$ cat src/rtl/cond_code_unit.sv
// Condition-code register, cmovXX/jXX condition evaluator and run/halt FSM.
// Optional saturating CC update counter enabled by defining CC_COUNT_EN.
module cond_code_unit #(
    parameter int CNT_W = 32
) (
    input  logic             Clk,
    input  logic             Rst_n,
    input  logic [3:0]       icode,
    input  logic [3:0]       ifun,
    input  logic [0:2]       ConditionCodes_New,
    input  logic             Stall,
    input  logic             Exc_In,
    input  logic             Halt_In,
    output logic [0:2]       ConditionCodes_Out,
    output logic             Condition,
`ifdef CC_COUNT_EN
    output logic [CNT_W-1:0] UpdateCount,
`endif
    output logic             Halted
);

    typedef enum logic {
        RUN    = 1'b0,
        HALTED = 1'b1
    } state_t;

    localparam logic [3:0] OPQ   = 4'h6;
    localparam logic [3:0] CMOV  = 4'h2;
    localparam logic [3:0] JXX   = 4'h7;

    state_t state;
    logic   set_cc;
    logic   zf;
    logic   sf;
    logic   of;
    logic   lt;
    logic   cond_sel;

    assign set_cc = (state == RUN) && (icode == OPQ) && !Stall && !Exc_In;

    always_ff @(posedge Clk) begin
        if (!Rst_n) begin
            state              <= RUN;
            Halted             <= 1'b0;
            ConditionCodes_Out <= 3'b100;
        end else begin
            if (set_cc)
                ConditionCodes_Out <= ConditionCodes_New;
            case (state)
                RUN: begin
                    if (Halt_In || Exc_In) begin
                        state  <= HALTED;
                        Halted <= 1'b1;
                    end
                end
                HALTED: begin
                    state  <= HALTED;
                    Halted <= 1'b1;
                end
                default: begin
                    state  <= RUN;
                    Halted <= 1'b0;
                end
            endcase
        end
    end

`ifdef CC_COUNT_EN
    always_ff @(posedge Clk) begin
        if (!Rst_n)
            UpdateCount <= '0;
        else if (set_cc && !(&UpdateCount))
            UpdateCount <= UpdateCount + 1'b1;
    end
`endif

    // Evaluated from the registered flags only, so an instruction never sees its own OPq result.
    assign zf = ConditionCodes_Out[0];
    assign sf = ConditionCodes_Out[1];
    assign of = ConditionCodes_Out[2];
    assign lt = sf ^ of;

    always_comb begin
        cond_sel = 1'b0;
        case (ifun)
            4'h0:    cond_sel = 1'b1;
            4'h1:    cond_sel = zf | lt;
            4'h2:    cond_sel = lt;
            4'h3:    cond_sel = zf;
            4'h4:    cond_sel = ~zf;
            4'h5:    cond_sel = ~lt;
            4'h6:    cond_sel = ~zf & ~lt;
            default: cond_sel = 1'b0;
        endcase
    end

    assign Condition = (icode == CMOV || icode == JXX) ? cond_sel : 1'b1;

endmodule

$ cat config.mk
export PLATFORM = sky130hd
export DESIGN_NAME = cond_code_unit
export DESIGN_NICKNAME = d
export VERILOG_FILES = /design/src/rtl/cond_code_unit.sv
export SDC_FILE = /design/constraint.sdc
export NUM_CORES = 1
export LEC_CHECK = 0
export BUFFER_PORTS_ARGS = -buffer_cell sky130_fd_sc_hd__buf_4
export CORE_AREA = 2 2 39 41
export DETAILED_ROUTE_END_ITERATION = 6
export DIE_AREA = 0 0 41 43
export GPL_ROUTABILITY_DRIVEN = 0
export GPL_TIMING_DRIVEN = 0
export PLACE_DENSITY_LB_ADDON = 0.25
export SLEW_MARGIN = 20
export SYNTH_ARGS = -nofsm -noshare
export SYNTH_HDL_FRONTEND = slang
export SYNTH_SLANG_ARGS = --single-unit
export TNS_END_PERCENT = 10
$ cat constraint.sdc
create_clock -name Clk -period 1.45 [get_ports Clk]
set_input_delay 0.0725 -clock Clk [delete_from_list [all_inputs] [get_ports Clk]]
set_output_delay 0.0725 -clock Clk [all_outputs]
set_load 0.01 [all_outputs]
Word level (Yosys, flattened, before mapping)
Cells that the tools add are included.

Register bits after elaboration: 5. Latch bits: 0. Memory bits (writable): 0. Bits in read-only memories: 0. Bits of input ports: 16. Word-level logic and storage cells: 33. Memories kept: 0.

Add/subtract/negate cells: 0. Multipliers: 0. Div/mod/pow operators: 0. $lt $le $gt $ge: 0. Equal/unequal tests: 10. Shift operators: 0. Multiplexer cells: 6. Bitwise gates (word level): 6. Reductions and logical operators: 8.

Operator list (number): $eq A4 B3 Y1 const B (5); $eq A4 B2 Y1 const B (3); $pmux W1 S7 (1); $eq A4 B1 Y1 const B (1); $logic_not A4 Y1 (1); $pmux W1 S2 (2); $logic_and A1 B1 Y1 (3); $mux W1 (3); $not A1 Y1 (3); $logic_not A1 Y1 (2); $logic_or A1 B1 Y1 (2); $ne A2 B1 Y1 const B (1); $and A1 B1 Y1 (1); $or A1 B1 Y1 (1); $xor A1 B1 Y1 (1).

Depth between registers and ports, before layout
Gate-level depths: netlist of the first run.

Depth after elaboration: 5. Mapped depth: 4. Gate-level depth less buffers: 4.

Worst setup path before layout of the first run
No wires, ideal clock.

Path kind: flip-flop to output port. Start point: register ConditionCodes_Out[1] (netlist name). End point: output Condition. Arrival time: 1.021 ns. Data required time: 1.378 ns. Path slack: 0.357 ns. Stages on the path, launching flop included: 5. Cells stage by stage: dfxtp_1 > xor2_1 > a211oi_1 > nor2_1 > o211ai_2.

Word-level cells in the longest chain between the ends: 5.

Ends and longest elaborated chain: from (decl) (RTL line 14) `output logic [0:2] ConditionCodes_Out,`; from (signal assigned) (RTL line 48) `ConditionCodes_Out <= ConditionCodes_New;`; $xor A1 B1 Y1 * (RTL line 81) `assign lt = sf ^ of;`; $not A1 Y1 (RTL line 91, 92); $and A1 B1 Y1 (RTL line 92) `4'h6: cond_sel = ~zf & ~lt;`; $pmux W1 S7 * (RTL line 85) `case (ifun)`; $mux W1 * (RTL line 97) `assign Condition = (icode == CMOV || icode == JXX) ? cond_sel : 1'b1;`; to (decl) (RTL line 15) `output logic Condition,`.

Every way passes the cells marked *; elsewhere a longest branch is shown, timed or not.

Final worst setup path of the first run
Start point: register ConditionCodes_Out[2] (netlist name). End point: output Condition.

The elaborated chain is that of the path after synthesis.

==> impl_results.md, run 1 <==
* Vias per cell at 4.13
* CP arrival at roughly 1.3 ns
* Global-route wire length before repair at ~950 microns
* Placed Cells incl. Taps at between 60 and 70
* Clock transition at path regs at 0.04 ns
* Seq/Total Area, Yosys at 37.0%
* Crit path capture type: primary output
* Met1 Track Usage GR at 6.77%
* Vias at 277
* Number of diodes at 0
* Final wirelength at between 600 and 700 microns
* Core Util, Final at 35.2%
* Max-cap viol count at 0
* Die width at about 41 microns
* Clock skew at 0.000100 ns
* Cell variety after synth at 16
* Most frequent cells in the layout: buf_4, nor2b_1, dfxtp_1, mux2i_1, clkbuf_4
* Final net count at approximately 70
* Die area at 1760 sq um
* Status: completed
* Pre-antenna DRT Iters at 4
* I/O pin total at 21
* Non-Filler Instances at 67
* Required time of the critical path at between 1 and 1.5 ns
* FMAX at about 0.72 GHz
* Worst-Skew Late Latency at around 0.23 ns
* Final setup TNS at 0 ns
* Met3 Use GR at 4.71%
* Post-CTS setup buffers at 0
* Post-Syn Area at 270 sq um
* Drt drc at 0
* Initial antenna violation count at 0
* Area contributors post-synth: dfxtp_1, mux2i_1, nor2b_1
* Peak supply drop at 384 uV
* Htree depth at 1
* Final setup vio count at 0
* Slew Viols, Final at 0
* Grt peak-use layer: met2
* Bufs on Longest Clock Path at 2
* Initial Util at 19.5%
* Clock Root Buffer: clkbuf_4
* Synth top area share at between 30% and 40%
* Final HPWL DP at slightly above 500 microns
* Syn nets at 43
* Clock sinks at 5
* CP max FO at 3
* Hold_ws at 0.0384 ns
* Leading cell type in the layout, fill and taps excluded: buf_4
* Cells after synthesis at 27
* LEAKAGE at 0.246 nW
* Grt ovf at 0
* Final hold violations at 0
* Vias in the first global route at 286
* Port buffer count at 20
* Area growth from synthesis to layout at 80.1%
* Syn. warnings at 0
* Type of the most critical hold path: primary input to flop
* Detail Route Antenna Nets at 0
* Layout cell share with drive strength beyond 1 at 60.8%
* Core box area at 1380 sq um
* Critical path class: flop to primary output
* Seq cells post-synth at 5
* Crit share post-route at 95.7%
* Max-slew headroom at 82.8%
* Area leader, netlist: dfxtp_1
* Die Y at 43 microns
* Number of CTS-inserted buffers at 3
* M2 GR Usage at 14.1%
* Routed len/inst at slightly below 10 microns
* Site Rows at 14
* Pwr Density at 759 nW/um^2
* DR iter-0 viols at 1
* Final Critical Period at roughly 1.4 ns
* Avg Cell Area, Syn at 10.0 sq um
* Worst Setup Start Kind: flop
* RSZ-0062 raised after global routing: true
* Global Route Usage Sum at 8.14%
* Largest net degree at the start of global routing at 6
* Worst-margin pin slew at ~0.26 ns
* CTS tree: done
final timing paths:
check	depth (start not counted)	slack [ns]	end	from
worst min-delay path	2	0.04	ConditionCodes_Out[0]	Rst_n
worst max register to register	4	0.39	ConditionCodes_Out[2]	state
worst max-delay path	5	0.06	Condition	ConditionCodes_Out[2]
worst min register to register	1	0.46	Halted	Halted
power breakdown:
part / leakage (nW) / switching, mW / internal, mW
registers: 0.0421 / 0.00304 / 0.143
logic: 0.189 / 0.0247 / 0.0441
clock network: 0.0150 / 0.0506 / 0.104
flip-flops by register name (all words and copies together) (netlist names):
register            count
state                   1
Halted                  1
ConditionCodes_Out      3
cell usage after synthesis:
library cell,number
nor2b_1,4
nor3_2,1
a211oi_1,1
xnor2_1,1
nand2_1,1
inv_1,1
a21o_1,1
nor2_1,1
dfxtp_1,5
o211ai_2,1
o31a_1,1
nand4b_2,1
a21oi_1,2
mux2i_1,3
xor2_1,1
o31ai_1,2
critical path: stages (launching register included):
cell and delay [ns]:
dfxtp_2 0.33, xor2_2 0.19, a211oi_2 0.19, nor2_1 0.08, o211ai_2 0.15, buf_4 0.14
cells by family after synthesis:
group,count (synthesis),synth area share (%)
multiplexers,3,11.1
XOR/XNOR,2,6.48
flip-flops,5,37.0
buffers and inverters,1,1.39
AND/OR/NAND/NOR,8,21.3
AO/OA/AOI/OAI,8,22.7
cell type report:
class                           instances  area (sq um)
Sequential cell                         5           103
Timing Repair Buffer                   20           150
Tap cell                               16          20.0
Inverter                                1          3.75
Multi-Input combinational cell         21           184
Clock buffer                            4          26.3
Fill cell                             156           897
timing repair:
item / 4_1_cts / 5_1_grt
setup endpoints to repair: 0 / 1
gates resized for setup: 0 / 5
hold buffers: 0 / 0
hold endpoints to repair: 0 / 0
routing by layer:
layer  share of wire [%]  up-vias
met3                 9.3        0
met2                  53       10
met1                  38      122
li1                    -      145
met4                   0        0
met5                   0        -
per-stage QoR:
stage | area (sq um) | setup WS, ns | power, mW
final | 487 | 0.0620 | 0.369
after global routing | 487 | -0.0406 | 0.393
after CTS | 467 | 0.0159 | 0.376
after detailed placement | 440 | 0.267 | 0.216
after global placement | 440 | 0.264 | 0.215
after floorplan | 270 | 0.357 | 0.171
No activity file was read; power rests on OpenSTA's default activity.
==> inputs of run 2 (changes only) <==
--- a/config.mk
+++ b/config.mk
@@ -11,7 +11,7 @@
 export DIE_AREA = 0 0 41 43
 export GPL_ROUTABILITY_DRIVEN = 0
 export GPL_TIMING_DRIVEN = 0
-export PLACE_DENSITY_LB_ADDON = 0.25
+export PLACE_DENSITY = 0.43
 export SLEW_MARGIN = 20
 export SYNTH_ARGS = -nofsm -noshare
 export SYNTH_HDL_FRONTEND = slang
==> run 2 against run 1 <==
Against the previous run: cell area up 2.6%; sequential share of layout area down 0.53 points; largest cell class unchanged; via count up 8.7%; maximum frequency down 0.13%; final cell count up 1.5%; sequential cell count unchanged; clock-buffer cell count unchanged; worst setup slack worse by 0.0018 ns; critical path depth unchanged; non-clock buffer count up 1.
==> impl_results.md, run 2 (synthesized netlist as in run 1, its figures left out) <==
* Status: completed
* Pwr Density at 745 nW/um^2 (-1.7%)
* Int Power at 292 uW (+0.25%)
* I/O pin total at 21 (unchanged)
* Crit path capture type: primary output
* Routed len/inst at 10.8 microns (+12%)
* Required time of the critical path at 1.38 ns (about the same)
* Multi-input logic area at 189 sq um (+2.7%)
* Die width at 41 microns (unchanged)
* Number of diodes at 0 (unchanged)
* Final wirelength at 735 microns (+14%)
* Vias per cell at 4.43 (+7.1%)
* Final net count at 69 (+1.5%)
* Slew Viols, Final at 0 (unchanged)
* Initial Util at 19.5% (unchanged)
* Max-slew headroom at 83.6% (+0.73 points)
* Post-CTS Hold Buffers at 0 (unchanged)
* Grt ovf at 0 (unchanged)
* Reg2reg start: state
* Final Critical Period at 1.39 ns (+0.00182 ns)
* Vias in the first global route at 323 (+13%)
* Vias at 301 (+8.7%)
* Hold path depth at 2 (unchanged)
* Die Y at 43 microns (unchanged)
* Port buffer count at 20 (unchanged)
* Worst Setup Start Kind: flop
* Final hold violations at 0 (unchanged)
* CP arrival at 1.32 ns (about the same)
* Pre-antenna DRT Iters at 3 (-1)
* Layout cell share with drive strength beyond 1 at 63.5% (+2.7 points)
* Core box area at 1380 sq um (unchanged)
* Sequential power share at 39.2% (-0.4 points)
* Clock sinks at 5 (unchanged)
* Clock transition at path regs at 0.04 ns (about the same)
* R2R Path End: ConditionCodes_Out[2]
* CTS tree: done
* Max reg flops at 3 (unchanged)
* Peak supply drop at 432 uV (+13%)
* Global-route wire length before repair at 1.12 mm (+18%)
* Type of the most critical hold path: primary input to flop
* Clock power frac at 41.7% (about the same)
* Core Util, Final at 36.1% (+0.90 points)
* Worst-margin pin slew at 0.246 ns (-0.00898 ns)
* Hold_sp: Rst_n
* Initial antenna violation count at 0 (unchanged)
* CP max FO at 3 (unchanged)
* Area after DPL at 440 sq um (unchanged)
* Site Rows at 14 (unchanged)
* Tot Pwr at 372 uW (+0.78%)
* Area growth from synthesis to layout at 84.7%
* Clock skew at 0.000535 ns (+0.000434 ns)
* Design Area, Final at 499 sq um (+2.6%)
* Fillers at 149 (-4.5%)
* Largest net degree at the start of global routing at 6 (unchanged)
* LEAKAGE at 0.253 nW (+3.0%)
* Clock Root Buffer: clkbuf_4
* Crit share post-route at 95.8% (+0.13 points)
* Critical path class: flop to primary output
* Comb power frac at 19.1% (+0.5 points)
* Htree depth at 1 (unchanged)
* Worst-Skew Late Latency at 0.23 ns (about the same)
* Largest regs: ConditionCodes_Out x3, Halted x1, state x1
* Die area at 1760 sq um (unchanged)
* Drt drc at 0 (unchanged)
* DR iter-0 viols at 3 (+2)
* Hold endpoint: ConditionCodes_Out[0]
* R2r worst-path depth at 4 (unchanged)
* Flip-flop and latch area at 103 sq um (unchanged)
* Sw Ratio at 21.6% (+0.41 points)
* Final setup vio count at 0 (unchanged)
* Global Route Usage Sum at 9.97% (+1.8 points)
* Bufs on Longest Clock Path at 2 (unchanged)
* Max-cap viol count at 0 (unchanged)
* Most flop-heavy register: ConditionCodes_Out
* Number of CTS-inserted buffers at 3 (unchanged)
* NetSw at 80.4 uW (+2.7%)
* Most frequent cells in the layout: buf_4, nor2b_1, dfxtp_1, mux2i_1, clkbuf_4
* FF-to-FF setup slack at 0.39 ns (about the same)
* Hold_ws at 0.0307 ns (-0.00773 ns)
* Leading cell type in the layout, fill and taps excluded: buf_4
* Detail Route Antenna Nets at 0 (unchanged)
* FMAX at 0.720 GHz (-0.13%)
* Final HPWL DP at 591 microns (+17%)
[run 2: repair_timing]
item,CTS,global route
setup endpoints to repair,1,1
pin swaps,3,1
buffers inserted,1,0
gates resized for setup,3,3
[run 2: worst max-delay path by stage]
| stage | start | end | slack [ns] | cells after the start |
|---|---|---|---|---|
| after global routing | ConditionCodes_Out[2] | Condition | -0.002 | 5 |
| after floorplan | ConditionCodes_Out[1] | Condition | 0.36 | 4 |
| after CTS | ConditionCodes_Out[1] | Condition | 0.01 | 5 |
| after detailed placement | ConditionCodes_Out[1] | Condition | 0.25 | 5 |
| final | ConditionCodes_Out[1] | Condition | 0.06 | 5 |
| after global placement | ConditionCodes_Out[1] | Condition | 0.28 | 5 |
[run 2: layer usage]
| layer | vias up | routed length [microns] | GRT usage (%) |
|---|---|---|---|
| met2 | 10 | 450 | 17.8 |
| met3 | 4 | 61 | 3.66 |
| met4 | 0 | 20 | 9.33 |
| li1 | 149 | - | - |
| met1 | 138 | 201 | 6.82 |
| met5 | - | 0 | 0 |
[run 2: power by group through the flow]
stage | combinational [mW] | sequential, mW | clock (mW)
final | 0.0710 | 0.146 | 0.155
after global routing | 0.0770 | 0.146 | 0.171
after CTS | 0.0681 | 0.146 | 0.164
after detailed placement | 0.0680 | 0.148 | 0
after global placement | 0.0657 | 0.148 | 0
after floorplan | 0.0211 | 0.150 | 0
[run 2: area by class of cell]
| type | count | share of cell area (%) |
|---|---|---|
| clock buffer | 4 | 5.26 |
| inverter | 1 | 0.752 |
| multi-input combinational | 21 | 37.8 |
| sequential | 5 | 20.6 |
| tap | 16 | 4.01 |
| timing repair buffer | 21 | 31.6 |
[run 2: metrics by stage]
step | cells | setup slack, ns | TNS, ns
after floorplan | 27 | 0.357 | 0
after global placement | 63 | 0.276 | 0
after detailed placement | 63 | 0.252 | 0
after CTS | 68 | 0.0116 | 0
after global routing | 68 | -0.00216 | -0.00216
final | 68 | 0.0602 | 0
[run 2: worst max-delay path, stage by stage, from the launching register on]
cell and delay [ns]:
dfxtp_2 0.33, xor2_2 0.20, a211oi_2 0.21, nor2_1 0.08, o211ai_2 0.13, buf_4 0.14
==> inputs of run 3 (changes only) <==
--- a/config.mk
+++ b/config.mk
@@ -5,13 +5,13 @@
 export SDC_FILE = /design/constraint.sdc
 export NUM_CORES = 1
 export LEC_CHECK = 0
+export ABC_AREA = 1
 export BUFFER_PORTS_ARGS = -buffer_cell sky130_fd_sc_hd__buf_4
 export CORE_AREA = 2 2 39 41
 export DETAILED_ROUTE_END_ITERATION = 6
 export DIE_AREA = 0 0 41 43
 export GPL_ROUTABILITY_DRIVEN = 0
 export GPL_TIMING_DRIVEN = 0
-export PLACE_DENSITY = 0.43
 export SLEW_MARGIN = 20
 export SYNTH_ARGS = -nofsm -noshare
 export SYNTH_HDL_FRONTEND = slang
==> run 3 against run 2 <==
Against the previous run: worst hold slack lost 0.0017 ns; critical path type unchanged; first-iteration DRC count shrank 33%; total power increased by 3.4%; sequential cell count unchanged; via count up 25%; utilization rose by 1.4 points; critical endpoint unchanged; maximum frequency is 12% higher; non-clock buffer count down 1.
==> impl_results.md, run 3 <==
* Hold_ws at 0.0290 ns (-0.00168 ns)
* Post-Syn Area at 322 sq um (+19%)
* Ys async rst share at 0% (unchanged)
* Clock power frac at 41.8% (about the same)
* Core box area at 1380 sq um (unchanged)
* Post-CTS setup buffers at 0 (-1)
* Post-synth top cells: nand2_1, inv_1, nor2_1, dfxtp_1, nand2_2
* Clock sinks at 5 (unchanged)
* Bufs on Longest Clock Path at 2 (unchanged)
* Most flop-heavy register: ConditionCodes_Out
* Drt drc at 0 (unchanged)
* Final setup TNS at 0 ns (unchanged)
* Leading cell type in the layout, fill and taps excluded: buf_4
* Ys flop type: dfxtp_1
* Sw Ratio at 23.8% (+2.2 points)
* CP delay by family, top: flip-flops
* Detail Route Antenna Nets at 0 (unchanged)
* Critical path class: flop to primary output
* Avg Cell Area, Syn at 5.95 sq um (-41%)
* Die area at 1760 sq um (unchanged)
* Clock transition at path regs at 0.04 ns (about the same)
* Peak supply drop at 325 uV (-25%)
* Most common cell in the netlist: nand2_1
* Worst-margin pin slew at 0.181 ns (-0.0648 ns)
* Most frequent cells in the layout: buf_4, nand2_1, inv_1, nor2_1, dfxtp_1
* Buf/Inv on CP at 1 (unchanged)
* Final wirelength at 668 microns (-9.1%)
* Clock skew at 0.00377 ns (+0.00323 ns)
* Max-cap viol count at 0 (unchanged)
* Sequential power share at 37.9% (-1.3 points)
* Seq/Total Area, Yosys at 31.1% (-5.9 points)
* Port buffer count at 20 (unchanged)
* Crit path largest cell delay at 0.40 ns (+0.07 ns)
* Final Critical Period at 1.24 ns (-0.147 ns)
* Syn nets at 70 (+63%)
* Worst-Skew Late Latency at 0.24 ns (about the same)
* FMAX at 0.804 GHz (+12%)
* Int Power at 293 uW (+0.52%)
* Vias at 375 (+25%)
* Synth top area share at 31.1% (-5.9 points)
* Final hold violations at 0 (unchanged)
* Slew Viols, Final at 0 (unchanged)
* Initial antenna violation count at 0 (unchanged)
* Htree depth at 1 (unchanged)
* Final net count at 95 (+38%)
* Post-CTS Hold Buffers at 0 (unchanged)
* Area growth from synthesis to layout at 61.1%
* Worst Setup Start Kind: flop
* Grt ovf at 0 (unchanged)
* Crit share post-route at 85.7% (-10 points)
* CP max FO at 5 (+2)
* RSZ-0062 raised after global routing: false
* Initial Util at 23.2% (+3.7 points)
* Area contributors post-synth: dfxtp_1, nand2_1, inv_1
* Layout cell share with drive strength beyond 1 at 39.7% (-24 points)
* Global Route Usage Sum at 9.26% (-0.71 points)
* Vias in the first global route at 315 (-2.5%)
* Tot Pwr at 385 uW (+3.4%)
* DR iter-0 viols at 2 (-1)
* CTS resizes at 0 (-3)
* Crit path capture type: primary output
* Die Y at 43 microns (unchanged)
* Status: completed
* Core Util, Final at 37.4% (+1.4 points)
* Number of diodes at 0 (unchanged)
* Syn. warnings at 0 (unchanged)
* I/O pin total at 21 (unchanged)
* Pwr Density at 743 nW/um^2 (-0.35%)
* Die width at 41 microns (unchanged)
* Vias per cell at 3.99 (-9.9%)
* Cells after synthesis at 54 (+100%)
* Max-slew headroom at 87.9% (+4.3 points)
* NetSw at 91.6 uW (+14%)
* Site Rows at 14 (unchanged)
* Cell variety after synth at 14 (-2)
* CP arrival at 1.17 ns (-0.15 ns)
* Largest net degree at the start of global routing at 6 (unchanged)
* Number of CTS-inserted buffers at 3 (unchanged)
* LEAKAGE at 0.280 nW (+11%)
* Global-route wire length before repair at 1.09 mm (-3.0%)
* Type of the most critical hold path: primary input to flop
* Most used cell, CP: nand2_1
* Final setup vio count at 0 (unchanged)
* Area leader, netlist: dfxtp_1
* Seq cells post-synth at 5 (unchanged)
* Comb power frac at 20.3% (+1.2 points)
* Number of synthesized flops with an enable pin at 0 (unchanged)
* Routed len/inst at 7.11 microns (-34%)
* CTS tree: done
* Crit-path cells: nand2_1 > and2_1 > nand2_1 > nand2_1 > nand2_1 > nand2_1 > buf_4
* Largest regs: ConditionCodes_Out x3, Halted x1, state x1
* Final HPWL DP at 573 microns (-3.1%)
* Required time of the critical path at 1.38 ns (about the same)
* CP max stage cell: dfxtp_1
* Clock Root Buffer: clkbuf_4
* Pre-antenna DRT Iters at 2 (-1)
* Max reg flops at 3 (unchanged)
run 3: metrics by stage:
step	setup WS (ns)	std cells	area (sq um)
after detailed placement	0.464	90	492
after floorplan	0.567	54	322
final	0.207	94	518
after CTS	0.184	94	518
after global routing	0.0888	94	518
after global placement	0.457	90	492
run 3: cell families (layout without fill, tap and decap cells):
family                 after synthesis  count (layout)  share of synthesized area (%)
AO/OA/AOI/OAI                        4               4                           7.00
buffers and inverters               11              35                           13.2
flip-flops                           5               5                           31.1
AND/OR/NAND/NOR                     34              34                           48.6
run 3: path summary, 6_finish.rpt:
| kind | startpoint | endpoint | slack [ns] | cells after the start |
|---|---|---|---|---|
| max | ConditionCodes_Out[0] | Condition | 0.21 | 7 |
| min | ConditionCodes_New[0] | ConditionCodes_Out[0] | 0.03 | 3 |
| max reg2reg | state | ConditionCodes_Out[2] | 0.61 | 6 |
| min reg2reg | Halted | Halted | 0.45 | 2 |
run 3: worst register-to-register path, cell delays in order (launching register included):
cell and delay, ns:
dfxtp_1 0.29, inv_1 0.05, nand2_2 0.06, nor2_2 0.08, nand2_2 0.08, o21ai_1 0.12
nor2_1 0.05
run 3: power groups by stage:
stage               clock network, mW  logic, mW  registers [mW]
finish                          0.161     0.0780           0.146
global route                    0.174     0.0878           0.146
CTS                             0.170     0.0791           0.146
detailed placement                  0     0.0787           0.148
global placement                    0     0.0782           0.148
floorplan                           0     0.0323           0.149
run 3: layout make-up:
type / instances / area (sq um)
clock buffers: 4 / 26.3
inverters: 11 / 42.5
flip-flops and latches: 5 / 100
fillers: 152 / 866
multi-input cells: 38 / 179
repair buffers: 20 / 150
well taps: 16 / 20.0
run 3: layer usage:
layer  vias up  GRT usage [%]  wire length (microns)
met5         -              0                      0
met1       149           10.4                    272
met3         2           3.14                     59
met2        16           13.1                    319
li1        208              -                      -
met4         0           8.00                     17
